===== config.mk =====
export PLATFORM = sky130hd
export DESIGN_NAME = jtopl_mmr_banked
export DESIGN_NICKNAME = d
export VERILOG_FILES = /design/src/rtl/jtopl_pkg.sv /design/src/rtl/jtopl_wrbusy.sv /design/src/rtl/jtopl_mmr_banked.sv
export SDC_FILE = /design/constraint.sdc
export NUM_CORES = 1
export LEC_CHECK = 0
export ABC_AREA = 1
export BUFFER_PORTS_ARGS = -buffer_cell sky130_fd_sc_hd__clkbuf_2
export CAP_MARGIN = 40
export CORE_ASPECT_RATIO = 1.75
export CORE_MARGIN = 3
export CORE_UTILIZATION = 55
export CTS_BUF_LIST = sky130_fd_sc_hd__clkbuf_8 sky130_fd_sc_hd__clkbuf_16
export DETAILED_ROUTE_END_ITERATION = 8
export PLACE_DENSITY_LB_ADDON = 0.25
export SYNTH_ARGS = -nofsm -noshare
export SYNTH_HDL_FRONTEND = slang
export SYNTH_SLANG_ARGS = --single-unit
export TNS_END_PERCENT = 10

===== constraint.sdc =====
create_clock -name clk -period 3.35 [get_ports clk]
set_clock_uncertainty 0.1 [all_clocks]
set_input_delay 0.67 -clock clk [delete_from_list [all_inputs] [get_ports clk]]
set_output_delay 0.67 -clock clk [all_outputs]
set_load 0.02 [all_outputs]

===== src/rtl/jtopl_pkg.sv =====
// Shared constants and small helpers for the OPL CPU-side register decoder.
// Register addresses, opcode nibbles and the strobe bundle used by jtopl_mmr_banked.
package jtopl_pkg;

  localparam logic [7:0] REG_CLKA  = 8'h02;
  localparam logic [7:0] REG_CLKB  = 8'h03;
  localparam logic [7:0] REG_TIMER = 8'h04;
  localparam logic [7:0] REG_RHY   = 8'hBD;
  localparam logic [7:0] REG_CONN  = 8'h04;
  localparam logic [7:0] REG_NEW   = 8'h05;

  // Operator register families, selected by address bits [7:5]
  localparam logic [2:0] OP_MULT   = 3'd1;
  localparam logic [2:0] OP_KSL_TL = 3'd2;
  localparam logic [2:0] OP_AR_DR  = 3'd3;
  localparam logic [2:0] OP_SL_RR  = 3'd4;

  // Channel register families, selected by address bits [7:4]
  localparam logic [3:0] CH_FNUMLO = 4'hA;
  localparam logic [3:0] CH_FNUMHI = 4'hB;
  localparam logic [3:0] CH_FBCON  = 4'hC;

  typedef struct packed {
    logic mult;
    logic ksl_tl;
    logic ar_dr;
    logic sl_rr;
    logic fnumlo;
    logic fnumhi;
    logic fbcon;
  } up_t;

  function automatic logic [1:0] ch_group(input logic [3:0] lo);
    if (lo < 4'd3)      return 2'd0;
    else if (lo < 4'd6) return 2'd1;
    else                return 2'd2;
  endfunction

  // Channels 6..8 fold onto sub-slots 0..2 of group 2
  function automatic logic [2:0] ch_sub(input logic [3:0] lo);
    if (lo < 4'd6) return lo[2:0];
    else           return {1'b0, ~&lo[2:1], lo[0]};
  endfunction

endpackage


===== src/rtl/jtopl_wrbusy.sv =====
// Write-busy window: loads BUSY_CYC on an accepted data write, counts down on cenop,
// and pulses expire on the clock where the count reaches zero.
module jtopl_wrbusy #(
  parameter int BUSY_CYC = 18
) (
  input  logic clk,
  input  logic rst,
  input  logic cenop,
  input  logic load,
  output logic busy,
  output logic expire
);

  localparam int CW = (BUSY_CYC < 2) ? 1 : $clog2(BUSY_CYC + 1);
  localparam logic [CW-1:0] LOAD_VAL = CW'(BUSY_CYC);

  logic [CW-1:0] cnt_reg, cnt_next;
  logic          busy_reg;

  always_comb begin
    cnt_next = cnt_reg;
    expire   = 1'b0;
    if (load) begin
      cnt_next = LOAD_VAL;
    end else if (cenop && cnt_reg != '0) begin
      cnt_next = cnt_reg - 1'b1;
      expire   = (cnt_reg == CW'(1));
    end
  end

  always_ff @(posedge clk) begin
    if (rst) begin
      cnt_reg  <= '0;
      busy_reg <= 1'b0;
    end else begin
      cnt_reg  <= cnt_next;
      busy_reg <= (cnt_next != '0);
    end
  end

  assign busy = busy_reg;

endmodule


===== src/rtl/jtopl_mmr_banked.sv =====
// CPU-side register decoder for OPL2/OPL3 register maps with busy window and lost-write flag.
// Optional 4-operator support (conn_sel, NEW gating of bank 1) is enabled by JTOPL_4OP_EN.
module jtopl_mmr_banked
  import jtopl_pkg::*;
#(
  parameter int BANKS    = 1,
  parameter int BUSY_CYC = 18
) (
  input  logic       clk,
  input  logic       rst,
  input  logic       cenop,
  input  logic [7:0] din,
  input  logic [1:0] addr,
  input  logic       write,
  input  logic       read,
  output logic [7:0] dout,
  input  logic       flag_A,
  input  logic       flag_B,
  output logic       busy,
  output logic [7:0] din_copy,
  output logic       sel_bank,
  output logic [1:0] sel_group,
  output logic [2:0] sel_sub,
  output logic       up_mult,
  output logic       up_ksl_tl,
  output logic       up_ar_dr,
  output logic       up_sl_rr,
  output logic       up_fnumlo,
  output logic       up_fnumhi,
  output logic       up_fbcon,
  output logic [7:0] value_A,
  output logic [7:0] value_B,
  output logic       load_A,
  output logic       load_B,
  output logic       flagen_A,
  output logic       flagen_B,
  output logic       clr_flag,
  output logic       am_dep,
  output logic       vib_dep,
  output logic       rhy_en,
  output logic [4:0] rhy_kon,
  output logic [5:0] conn_sel
);

  localparam logic TWO_BANKS = (BANKS == 2);

  logic [7:0] selreg_reg, din_copy_reg, value_A_reg, value_B_reg;
  logic       selbank_reg, wr_lost_reg, sel_bank_reg;
  logic [1:0] sel_group_reg, grp_dec;
  logic [2:0] sel_sub_reg, sub_dec;
  up_t        up_reg, up_dec;
  logic       load_A_reg, load_B_reg, flagen_A_reg, flagen_B_reg, clr_flag_reg;
  logic       am_dep_reg, vib_dep_reg, rhy_en_reg;
  logic [4:0] rhy_kon_reg;

  logic addr_wr, data_wr, accept, lost, expire, decode_en, op_hit, ch_hit, irq;

  assign addr_wr = write & ~addr[0];
  assign data_wr = write & addr[0];
  assign accept  = data_wr & ~busy;
  assign lost    = data_wr & busy;

  jtopl_wrbusy #(.BUSY_CYC(BUSY_CYC)) u_wrbusy (
    .clk    (clk),
    .rst    (rst),
    .cenop  (cenop),
    .load   (accept),
    .busy   (busy),
    .expire (expire)
  );

`ifdef JTOPL_4OP_EN
  logic [5:0] conn_sel_reg;
  logic       new_reg;

  // Bank 1 operator/channel registers only exist once NEW is set
  assign decode_en = ~selbank_reg | new_reg;
  assign conn_sel  = conn_sel_reg;

  always_ff @(posedge clk) begin
    if (rst) begin
      conn_sel_reg <= '0;
      new_reg      <= 1'b0;
    end else if (accept && selbank_reg) begin
      if (selreg_reg == REG_CONN) conn_sel_reg <= din[5:0];
      if (selreg_reg == REG_NEW)  new_reg      <= din[0];
    end
  end
`else
  assign decode_en = 1'b1;
  assign conn_sel  = '0;
`endif

  assign op_hit = decode_en && selreg_reg[7:5] >= OP_MULT && selreg_reg[7:5] <= OP_SL_RR
                  && selreg_reg[2:0] <= 3'd5 && selreg_reg[4:3] != 2'd3;
  assign ch_hit = decode_en && selreg_reg[7:4] >= CH_FNUMLO && selreg_reg[7:4] <= CH_FBCON
                  && selreg_reg[3:0] <= 4'd8;

  always_comb begin
    up_dec  = '0;
    grp_dec = sel_group_reg;
    sub_dec = sel_sub_reg;
    if (op_hit) begin
      grp_dec = selreg_reg[4:3];
      sub_dec = selreg_reg[2:0];
      case (selreg_reg[7:5])
        OP_MULT:   up_dec.mult   = 1'b1;
        OP_KSL_TL: up_dec.ksl_tl = 1'b1;
        OP_AR_DR:  up_dec.ar_dr  = 1'b1;
        OP_SL_RR:  up_dec.sl_rr  = 1'b1;
        default:   ;
      endcase
    end else if (ch_hit) begin
      grp_dec = ch_group(selreg_reg[3:0]);
      sub_dec = ch_sub(selreg_reg[3:0]);
      case (selreg_reg[7:4])
        CH_FNUMLO: up_dec.fnumlo = 1'b1;
        CH_FNUMHI: up_dec.fnumhi = 1'b1;
        CH_FBCON:  up_dec.fbcon  = 1'b1;
        default:   ;
      endcase
    end
  end

  always_ff @(posedge clk) begin
    if (rst) begin
      selreg_reg    <= '0;
      selbank_reg   <= 1'b0;
      wr_lost_reg   <= 1'b0;
      din_copy_reg  <= '0;
      sel_bank_reg  <= 1'b0;
      sel_group_reg <= '0;
      sel_sub_reg   <= '0;
      up_reg        <= '0;
      value_A_reg   <= '0;
      value_B_reg   <= '0;
      load_A_reg    <= 1'b0;
      load_B_reg    <= 1'b0;
      flagen_A_reg  <= 1'b1;
      flagen_B_reg  <= 1'b1;
      clr_flag_reg  <= 1'b0;
      am_dep_reg    <= 1'b0;
      vib_dep_reg   <= 1'b0;
      rhy_en_reg    <= 1'b0;
      rhy_kon_reg   <= '0;
    end else begin
      if (addr_wr) begin
        selreg_reg  <= din;
        selbank_reg <= addr[1] & TWO_BANKS;
      end
      // A write lost on the same clock as a status read keeps the flag set
      if (lost)      wr_lost_reg <= 1'b1;
      else if (read) wr_lost_reg <= 1'b0;
      if (cenop && !write) clr_flag_reg <= 1'b0;
      if (accept) begin
        din_copy_reg  <= din;
        sel_bank_reg  <= selbank_reg;
        up_reg        <= up_dec;
        sel_group_reg <= grp_dec;
        sel_sub_reg   <= sub_dec;
        if (!selbank_reg) begin
          case (selreg_reg)
            REG_CLKA: value_A_reg <= din;
            REG_CLKB: value_B_reg <= din;
            REG_TIMER: begin
              clr_flag_reg <= din[7];
              flagen_A_reg <= ~din[6];
              flagen_B_reg <= ~din[5];
              load_B_reg   <= din[1];
              load_A_reg   <= din[0];
            end
            REG_RHY: begin
              am_dep_reg  <= din[7];
              vib_dep_reg <= din[6];
              rhy_en_reg  <= din[5];
              rhy_kon_reg <= din[4:0];
            end
            default: ;
          endcase
        end
      end else if (expire) begin
        up_reg <= '0;
      end
    end
  end

  assign irq  = (flag_A & flagen_A_reg) | (flag_B & flagen_B_reg);
  assign dout = {irq, flag_A, flag_B, 2'b00, wr_lost_reg, busy, 1'b0};

  assign din_copy  = din_copy_reg;
  assign sel_bank  = sel_bank_reg;
  assign sel_group = sel_group_reg;
  assign sel_sub   = sel_sub_reg;
  assign up_mult   = up_reg.mult;
  assign up_ksl_tl = up_reg.ksl_tl;
  assign up_ar_dr  = up_reg.ar_dr;
  assign up_sl_rr  = up_reg.sl_rr;
  assign up_fnumlo = up_reg.fnumlo;
  assign up_fnumhi = up_reg.fnumhi;
  assign up_fbcon  = up_reg.fbcon;
  assign value_A   = value_A_reg;
  assign value_B   = value_B_reg;
  assign load_A    = load_A_reg;
  assign load_B    = load_B_reg;
  assign flagen_A  = flagen_A_reg;
  assign flagen_B  = flagen_B_reg;
  assign clr_flag  = clr_flag_reg;
  assign am_dep    = am_dep_reg;
  assign vib_dep   = vib_dep_reg;
  assign rhy_en    = rhy_en_reg;
  assign rhy_kon   = rhy_kon_reg;

endmodule


=== Yosys cells after proc, flatten, opt, wreduce, memory -nomap -nowiden ===
Index checks and enable logic that the tools add are counted.

* Output and inout bits: 65
* Flip-flop bits (word level): 64

* Bitwise gates (word level): 11
* Mux-type cells: 28
* Magnitude comparators: 8
* Add/sub/neg operators: 1
* Reductions and logical operators: 20
* Eq/ne operators: 13

{| class="wikitable"
|+ Operator list
! operator !! number
|-
| $eq A8 B2 Y1 const B || 2
|-
| $mux W3 || 5
|-
| $mux W1 || 14
|-
| $mux W7 || 2
|-
| $eq A4 B4 Y1 const B || 3
|-
| $reduce_and A2 Y1 || 6
|-
| $mux W5 || 2
|-
| $reduce_bool A5 Y1 || 2
|-
| $eq A8 B3 Y1 const B || 1
|-
| $eq A8 B8 Y1 const B || 1
|-
| $le A4 B4 Y1 const B || 2
|-
| $mux W2 || 4
|-
| $logic_and A1 B1 Y1 || 7
|-
| $and A1 B1 Y1 || 6
|-
| $eq A3 B2 Y1 const B || 2
|-
| $le A3 B3 Y1 const B || 2
|-
| $reduce_bool A2 Y1 || 3
|-
| $eq A5 B1 Y1 const B || 1
|-
| $sub A5 B1 Y5 const B || 1
|-
| $ge A4 B4 Y1 const B || 1
|-
| $lt A4 B2 Y1 const B || 1
|-
| $lt A4 B3 Y1 const B || 1
|-
| $mux W4 || 1
|-
| $not A1 Y1 || 4
|-
| other kinds (6) || 7
|}

=== Longest topological paths before layout ===
Gate-level depths: netlist of run 1.

* Depth after elaboration: 6
* Gate-level depth with buffers: 12

=== Cells and area by module ===
From an unflattened synthesis of run 1, not the netlist that was laid out.

* Cell total of the unflattened synthesis: 415
* Area, all modules: 2966.6 µm²

{| class="wikitable"
|+ By module, submodules not included
! module !! area each (µm²) !! sequential area each (µm²) !! times used !! cells each
|-
| jtopl_mmr_banked || 2553.7 || 1161.1 || 1 || 353
|-
| jtopl_wrbusy || 412.9 || 120.1 || 1 || 62
|}

=== Worst setup path after synthesis of run 1 ===
Ideal clock, no wire load.

* Path kind: input-to-output
* Start point: input flag_B
* End point: output dout[7]
* Path buffers: 1
* Arrival time: 1.020 ns
* Required time: 2.580 ns
* Cell stages on the path: 2
* Slack: 1.560 ns
* Cell sequence: a22o_1 > buf_4

* Longest elaborated chain between the ends: 2

{| class="wikitable"
|+ Ends and longest elaborated chain
! what !! RTL line !! text
|-
| start, declared || jtopl_mmr_banked.sv:18 || <nowiki>input logic flag_B,</nowiki>
|-
| $and A1 B1 Y1 || jtopl_mmr_banked.sv:187 || <nowiki>assign irq = (flag_A & flagen_A_reg) | (flag_B & flagen_B_reg);</nowiki>
|-
| $or A1 B1 Y1 || jtopl_mmr_banked.sv:187 ||
|-
| end, declared || jtopl_mmr_banked.sv:16 || <nowiki>output logic [7:0] dout,</nowiki>
|}

No other way between the ends.

=== Worst setup path after layout of run 1 ===
Same ends and word-level chain as after synthesis.

==> flow_metrics.env, run 1 <==
export IMPL_fin_crit_ps=1887
export IMPL_clk_insertion_delay_late_ps=340
export IMPL_p_total_mw=2.170
export IMPL_rsz0062_at_grt="no"
export IMPL_cts_htree_levels=3
export IMPL_clk_pin_slew_worst_paths_ps=60
export IMPL_cts_tree="done"
export IMPL_period_share=0.5634
export IMPL_yosys_warnings=0
export IMPL_gp_congestion=0.8364
export IMPL_grt_pass1_wl_um=10450
export IMPL_leakage_nw=1.633
export IMPL_async_flop_share=0
export IMPL_cp_required_ps=2580
export IMPL_cp_common_cell="clkbuf_2"
export IMPL_drt_vias_per_instance=5.219
export IMPL_dp_hpwl_um=4635
export IMPL_synth_seq_area_share=0.4476
export IMPL_cts_buffers=9
export IMPL_synth_edf_count=0
export IMPL_maxCapViolations=0
export IMPL_dieHeight_um=101.4
export IMPL_grt_antenna_before_repair=0
export IMPL_area_delta_synth_final_pct=17.53
export IMPL_die_w_um=60.54
export IMPL_final_common_cell="clkbuf_2"
export IMPL_die_area_um2=6141
export IMPL_num_vias=2479
export IMPL_drc_errors=0
export IMPL_drtIter0Drc=80
export IMPL_pin_count=82
export IMPL_p_per_area_nw_per_um2=644.9
export IMPL_cts_root_buf="clkbuf_8"
export IMPL_critical_path_endpoint_type="output pin"
export IMPL_avgSynthCellArea_um2=8.110
export IMPL_groute_usage_overall=0.2289
export IMPL_path_cells="clkbuf_2 > a22o_1 > clkbuf_2"
export IMPL_hold_class="flop to flop"
export IMPL_drive_gt1_frac=0.2755
export IMPL_initial_utilization=0.5703
export IMPL_run_status="finished clean"
export IMPL_grt_overflow_total=0
export IMPL_slowest_delay_ps=210
export IMPL_core_area_um2=5020
export IMPL_grt_pass1_vias=2285
export IMPL_ys_ff_latch=64
export IMPL_critPathLaunchType="input port"
export IMPL_final_cell_mix="clkbuf_2, dfxtp_1, nand2_1"
export IMPL_synth_ff_type="dfxtp_1"
export IMPL_netlist_area_um2=2863
export IMPL_worst_slack_ps=1463
export IMPL_final_antenna_net_count=0
export IMPL_routedWlPerCell_um=13.41
export IMPL_clockBufferDepth=2
export IMPL_regToRegSetupSlack_ps=1710
export IMPL_cts_sinks=64
export IMPL_place_port_buffers=70
export IMPL_diodes=0
export IMPL_rows=34
export IMPL_synthDistinctLibCells=33
export IMPL_grt_max_degree=41
export IMPL_crit_arrival_ps=1120
export IMPL_pre_cts_slack_ps=1317
export IMPL_slew_headroom=0.4173
export IMPL_postCtsSetupBuffers=0
export IMPL_postPlaceCellArea_um2=3132
export IMPL_setup_tns_ps=0
export IMPL_hold_ws_ps=361.3
export IMPL_vdd_drop_max_mv=0.3897
export IMPL_crit_type="input port to output pin"
export IMPL_report_final_hold_viol_count=0
export IMPL_layout_nets=436
export IMPL_drv_slew=0
export IMPL_first_pass_iters=4
export IMPL_setup_violations=0
export IMPL_critPathMaxFanout=2
export IMPL_netlist_instances=353
export IMPL_hold_buffers=0
export IMPL_cp_slowest_cell="a22o_1"
export IMPL_ctsResizeCount=0
export IMPL_worst_pin_slew_ps=870.8
export IMPL_fmax_mhz=529.9
export IMPL_route_final_wire_length_um=6372
export IMPL_design_area_um2=3364
==> through the flow <==
step,instances,utilization
after floorplan,362,-
after global placement,459,0.6239
after detailed placement,459,0.6239
after CTS,475,0.6702
after global routing,475,0.6702
final,475,0.6702
==> critical path: cells and delay by family <==
family          cells  cell delay (ps)
compound gates      1              210
buf+inv             2              240
==> synthesized netlist by cell type, types with 2 or more instances <==
| cell type | number | share of area |
|---|---|---|
| a211oi_1 | 21 | 0.055 |
| a211oi_2 | 6 | 0.026 |
| a21oi_1 | 29 | 0.051 |
| buf_2 | 2 | 0.0035 |
| buf_4 | 16 | 0.042 |
| buf_6 | 2 | 0.0079 |
| clkbuf_1 | 7 | 0.0092 |
| dfxtp_1 | 64 | 0.45 |
| ha_1 | 3 | 0.013 |
| inv_1 | 30 | 0.039 |
| inv_2 | 4 | 0.0052 |
| nand2_1 | 59 | 0.077 |
| nand2_2 | 3 | 0.0066 |
| nand3_1 | 9 | 0.016 |
| nand3_2 | 3 | 0.010 |
| nand4_1 | 7 | 0.015 |
| nor2_1 | 42 | 0.055 |
| nor2_2 | 7 | 0.015 |
| nor2_4 | 2 | 0.0079 |
| nor2_8 | 3 | 0.021 |
| o211ai_1 | 2 | 0.0052 |
| o21ai_0 | 20 | 0.035 |
| o21bai_1 | 2 | 0.0052 |
==> worst paths after layout <==
check / to / depth (start not counted) / startpoint
worst max register to register: u_wrbusy.busy / 12 / u_wrbusy.cnt_reg[0]
worst max-delay path: dout[7] / 3 / flag_B
worst min register to register: up_mult / 2 / up_mult
worst min-delay path: up_mult / 2 / up_mult
==> area by class of cell <==
cell class,instances,area [um2]
Tap cell,54,67.56
Inverter,34,127.6
Timing Repair Buffer,72,365.4
Fill cell,449,1655
Multi-Input combinational cell,235,1290
Clock buffer,12,165.2
Sequential cell,64,1281
Clock inverter,4,67.56
==> cell families after synthesis <==
kind of cell               count (synthesis)  share of synthesized area
adders and majority gates                  3                    0.01311
and+or+nand+nor                          139                     0.2378
DFF                                       64                     0.4476
buffers and inverters                     63                     0.1136
other                                      1                   0.001310
AOI/OAI and AO/OA                         83                     0.1866
==> routing by layer <==
metal / share of wire / global-route usage / wire (um)
met3: 0.043 / 0.05867 / 275
met2: 0.52 / 0.3775 / 3295
met4: 0.039 / 0.1285 / 250
met5: 0 / 0 / 0
met1: 0.40 / 0.2616 / 2551
==> where the power goes <==
group          switching (mW)  leakage (nW)  total, mW  internal [mW]
Sequential             0.0610         0.520      0.886          0.825
Clock                   0.284         0.125      0.759          0.475
Combinational           0.356         0.988      0.525          0.169
(Power assumes the default switching activity.)
==> run 2, diff against run 1 <==
--- a/config.mk
+++ b/config.mk
@@ -10,7 +10,7 @@
 export CAP_MARGIN = 40
 export CORE_ASPECT_RATIO = 1.75
 export CORE_MARGIN = 3
-export CORE_UTILIZATION = 55
+export CORE_UTILIZATION = 46
 export CTS_BUF_LIST = sky130_fd_sc_hd__clkbuf_8 sky130_fd_sc_hd__clkbuf_16
 export DETAILED_ROUTE_END_ITERATION = 8
 export PLACE_DENSITY_LB_ADDON = 0.25
==> constraint.sdc (replaced) <==
create_clock -name clk -period 1.5 [get_ports clk]
set_clock_uncertainty 0.1 [all_clocks]
set_input_delay 0.3 -clock clk [delete_from_list [all_inputs] [get_ports clk]]
set_output_delay 0.3 -clock clk [all_outputs]
set_load 0.02 [all_outputs]
==> run 2 against run 1 <==
  * Register-to-register slack got worse by 1700 ps
  * Non-clock buffer count rose by 30
  * Global-route usage fell by 3.7 points
  * Clock power rose by 120%
  * First-iteration DRC count fell by 19%
  * Sequential share of layout area fell by 4.0 points
  * Hold slack got worse by 270 ps
  * Count of clock-buffer cells in the layout fell by 2
  * Cell count rose by 11%
  * Critical path type is now flop to flop
  * Critical endpoint is now rhy_kon[0]
  * Largest power group unchanged
  * Highest routed layer unchanged
==> flow_metrics.env, run 2 (synthesis results as in run 1) <==
export IMPL_cts_htree_levels=3
export IMPL_rsz0062_at_grt="yes"
export IMPL_routedWlPerCell_um=13.65
export IMPL_dieHeight_um=110.4
export IMPL_drc_errors=0
export IMPL_leakage_nw=1.806
export IMPL_fin_crit_ps=1471
export IMPL_clockBufferDepth=2
export IMPL_design_area_um2=3821
export IMPL_place_port_buffers=70
export IMPL_p_per_area_nw_per_um2=1418
export IMPL_report_final_hold_viol_count=0
export IMPL_gp_congestion=0.8458
export IMPL_cp_slowest_cell="dfxtp_2"
export IMPL_die_w_um=65.64
export IMPL_die_area_um2=7243
export IMPL_core_area_um2=5972
export IMPL_diodes=0
export IMPL_final_common_cell="clkbuf_2"
export IMPL_cts_sinks=64
export IMPL_n_fill_cell=526
export IMPL_run_status="finished clean"
export IMPL_postPlaceCellArea_um2=3287
export IMPL_groute_usage_overall=0.1920
export IMPL_worst_slack_ps=29.47
export IMPL_crit_type="flop to flop"
export IMPL_initial_utilization=0.4794
export IMPL_holdPathEnd="flagen_B"
export IMPL_drv_slew=0
export IMPL_clk_pin_slew_worst_paths_ps=70
export IMPL_critPathLaunchType="flop"
export IMPL_rr_endpoint="rhy_kon[0]"
export IMPL_dpl_cell_count=498
export IMPL_hold_class="input port to flop"
export IMPL_regToRegSetupSlack_ps=30
export IMPL_pin_count=82
export IMPL_hold_path_cell_count=2
export IMPL_rows=37
export IMPL_maxCapViolations=0
export IMPL_num_vias=2604
export IMPL_route_final_wire_length_um=7221
export IMPL_cp_depth=8
export IMPL_grt_max_degree=26
export IMPL_grt_antenna_before_repair=0
export IMPL_cts_buffers=9
export IMPL_final_cell_mix="clkbuf_2, dfxtp_1, nand2_1"
export IMPL_period_share=0.9804
export IMPL_hold_buffers=0
export IMPL_fmax_mhz=680.0
export IMPL_drt_vias_per_instance=4.922
export IMPL_setup_violations=0
export IMPL_slowest_delay_ps=360
export IMPL_final_antenna_net_count=0
export IMPL_cts_tree="done"
export IMPL_path_cells="inv_2 > nand3_4 > nor2_4 > nand2_2 > nor2_8 > clkbuf_4 > nor2_1 > a211oi_1"
export IMPL_crit_arrival_ps=1630
export IMPL_cp_required_ps=1660
export IMPL_min_from="din[5]"
export IMPL_cp_num_buf_inv=2
export IMPL_grt_pass1_vias=2265
export IMPL_grt_pass1_wl_um=10580
export IMPL_layout_nets=466
export IMPL_area_delta_synth_final_pct=33.48
export IMPL_path_delay_family="simple AND/OR/NAND/NOR gates"
export IMPL_r2r_start="selreg_reg[6]"
export IMPL_ff2ff_path_depth=8
export IMPL_pre_cts_slack_ps=-132.5
export IMPL_fin_cells=529
export IMPL_clk_insertion_delay_late_ps=340
export IMPL_first_pass_iters=5
export IMPL_dp_hpwl_um=4978
export IMPL_vdd_drop_max_mv=0.7905
export IMPL_utilization=0.6398
export IMPL_drtIter0Drc=65
export IMPL_grt_overflow_total=0
export IMPL_critical_path_endpoint_type="flop"
export IMPL_critPathMaxFanout=7
export IMPL_drive_gt1_frac=0.3969
export IMPL_cts_root_buf="clkbuf_8"
run 2: worst max-delay path by stage:
stage                              startpoint            to  slack (ps)
after floorplan           u_wrbusy.cnt_reg[0]      up_ar_dr          70
after global placement    u_wrbusy.cnt_reg[0]     up_ksl_tl         -70
after detailed placement                write    value_A[7]        -130
after CTS                 u_wrbusy.cnt_reg[1]     up_fnumlo         -40
after global routing            selreg_reg[0]  sel_group[0]         -60
final                           selreg_reg[6]    rhy_kon[0]          30
run 2: through the flow:
stage	power, mW	hold slack, ps	setup TNS, ps
final	5.419	86.83	0
after global routing	5.689	100.1	-583.2
after CTS	5.012	81.14	-198.8
after detailed placement	3.315	355.0	-2089
after global placement	3.292	351.7	-1285
after floorplan	2.937	330.2	0
run 2: area by class of cell:
class                   instances  area (um2)  share of cell area
clock buffers                  10       137.6             0.03602
clock inverters                 6       91.34             0.02390
inverters                      34       127.6             0.03340
multi-input cells             235        1420              0.3716
flip-flops and latches         64        1304              0.3412
well taps                      78       97.59             0.02554
repair buffers                102       643.1              0.1683
run 2: worst reg2reg max path, cell delays in order (launching register included):
cell and delay, ps:
dfxtp_2 360, inv_2 90, nand3_4 90, nor2_4 130, nand2_2 100, nor2_8 130
clkbuf_4 190, nor2_1 50, a211oi_1 150
run 2: report_power, final:
group	switching, mW	internal, mW
registers	0.145	1.85
logic	1.07	0.689
clock network	0.688	0.985
run 2: layer usage:
metal	vias up	track usage	share of wire
li1	1333	-	-
met1	1206	0.2109	0.38
met2	56	0.3403	0.56
met3	9	0.05477	0.042
met4	0	0.07864	0.013
met5	-	0	0
run 2: what timing repair did:
item / in CTS / in global routing
pin swaps: 0 / 13
resized for setup: 7 / 46
endpoints found under the setup margin: 15 / 42
setup buffers: 0 / 15
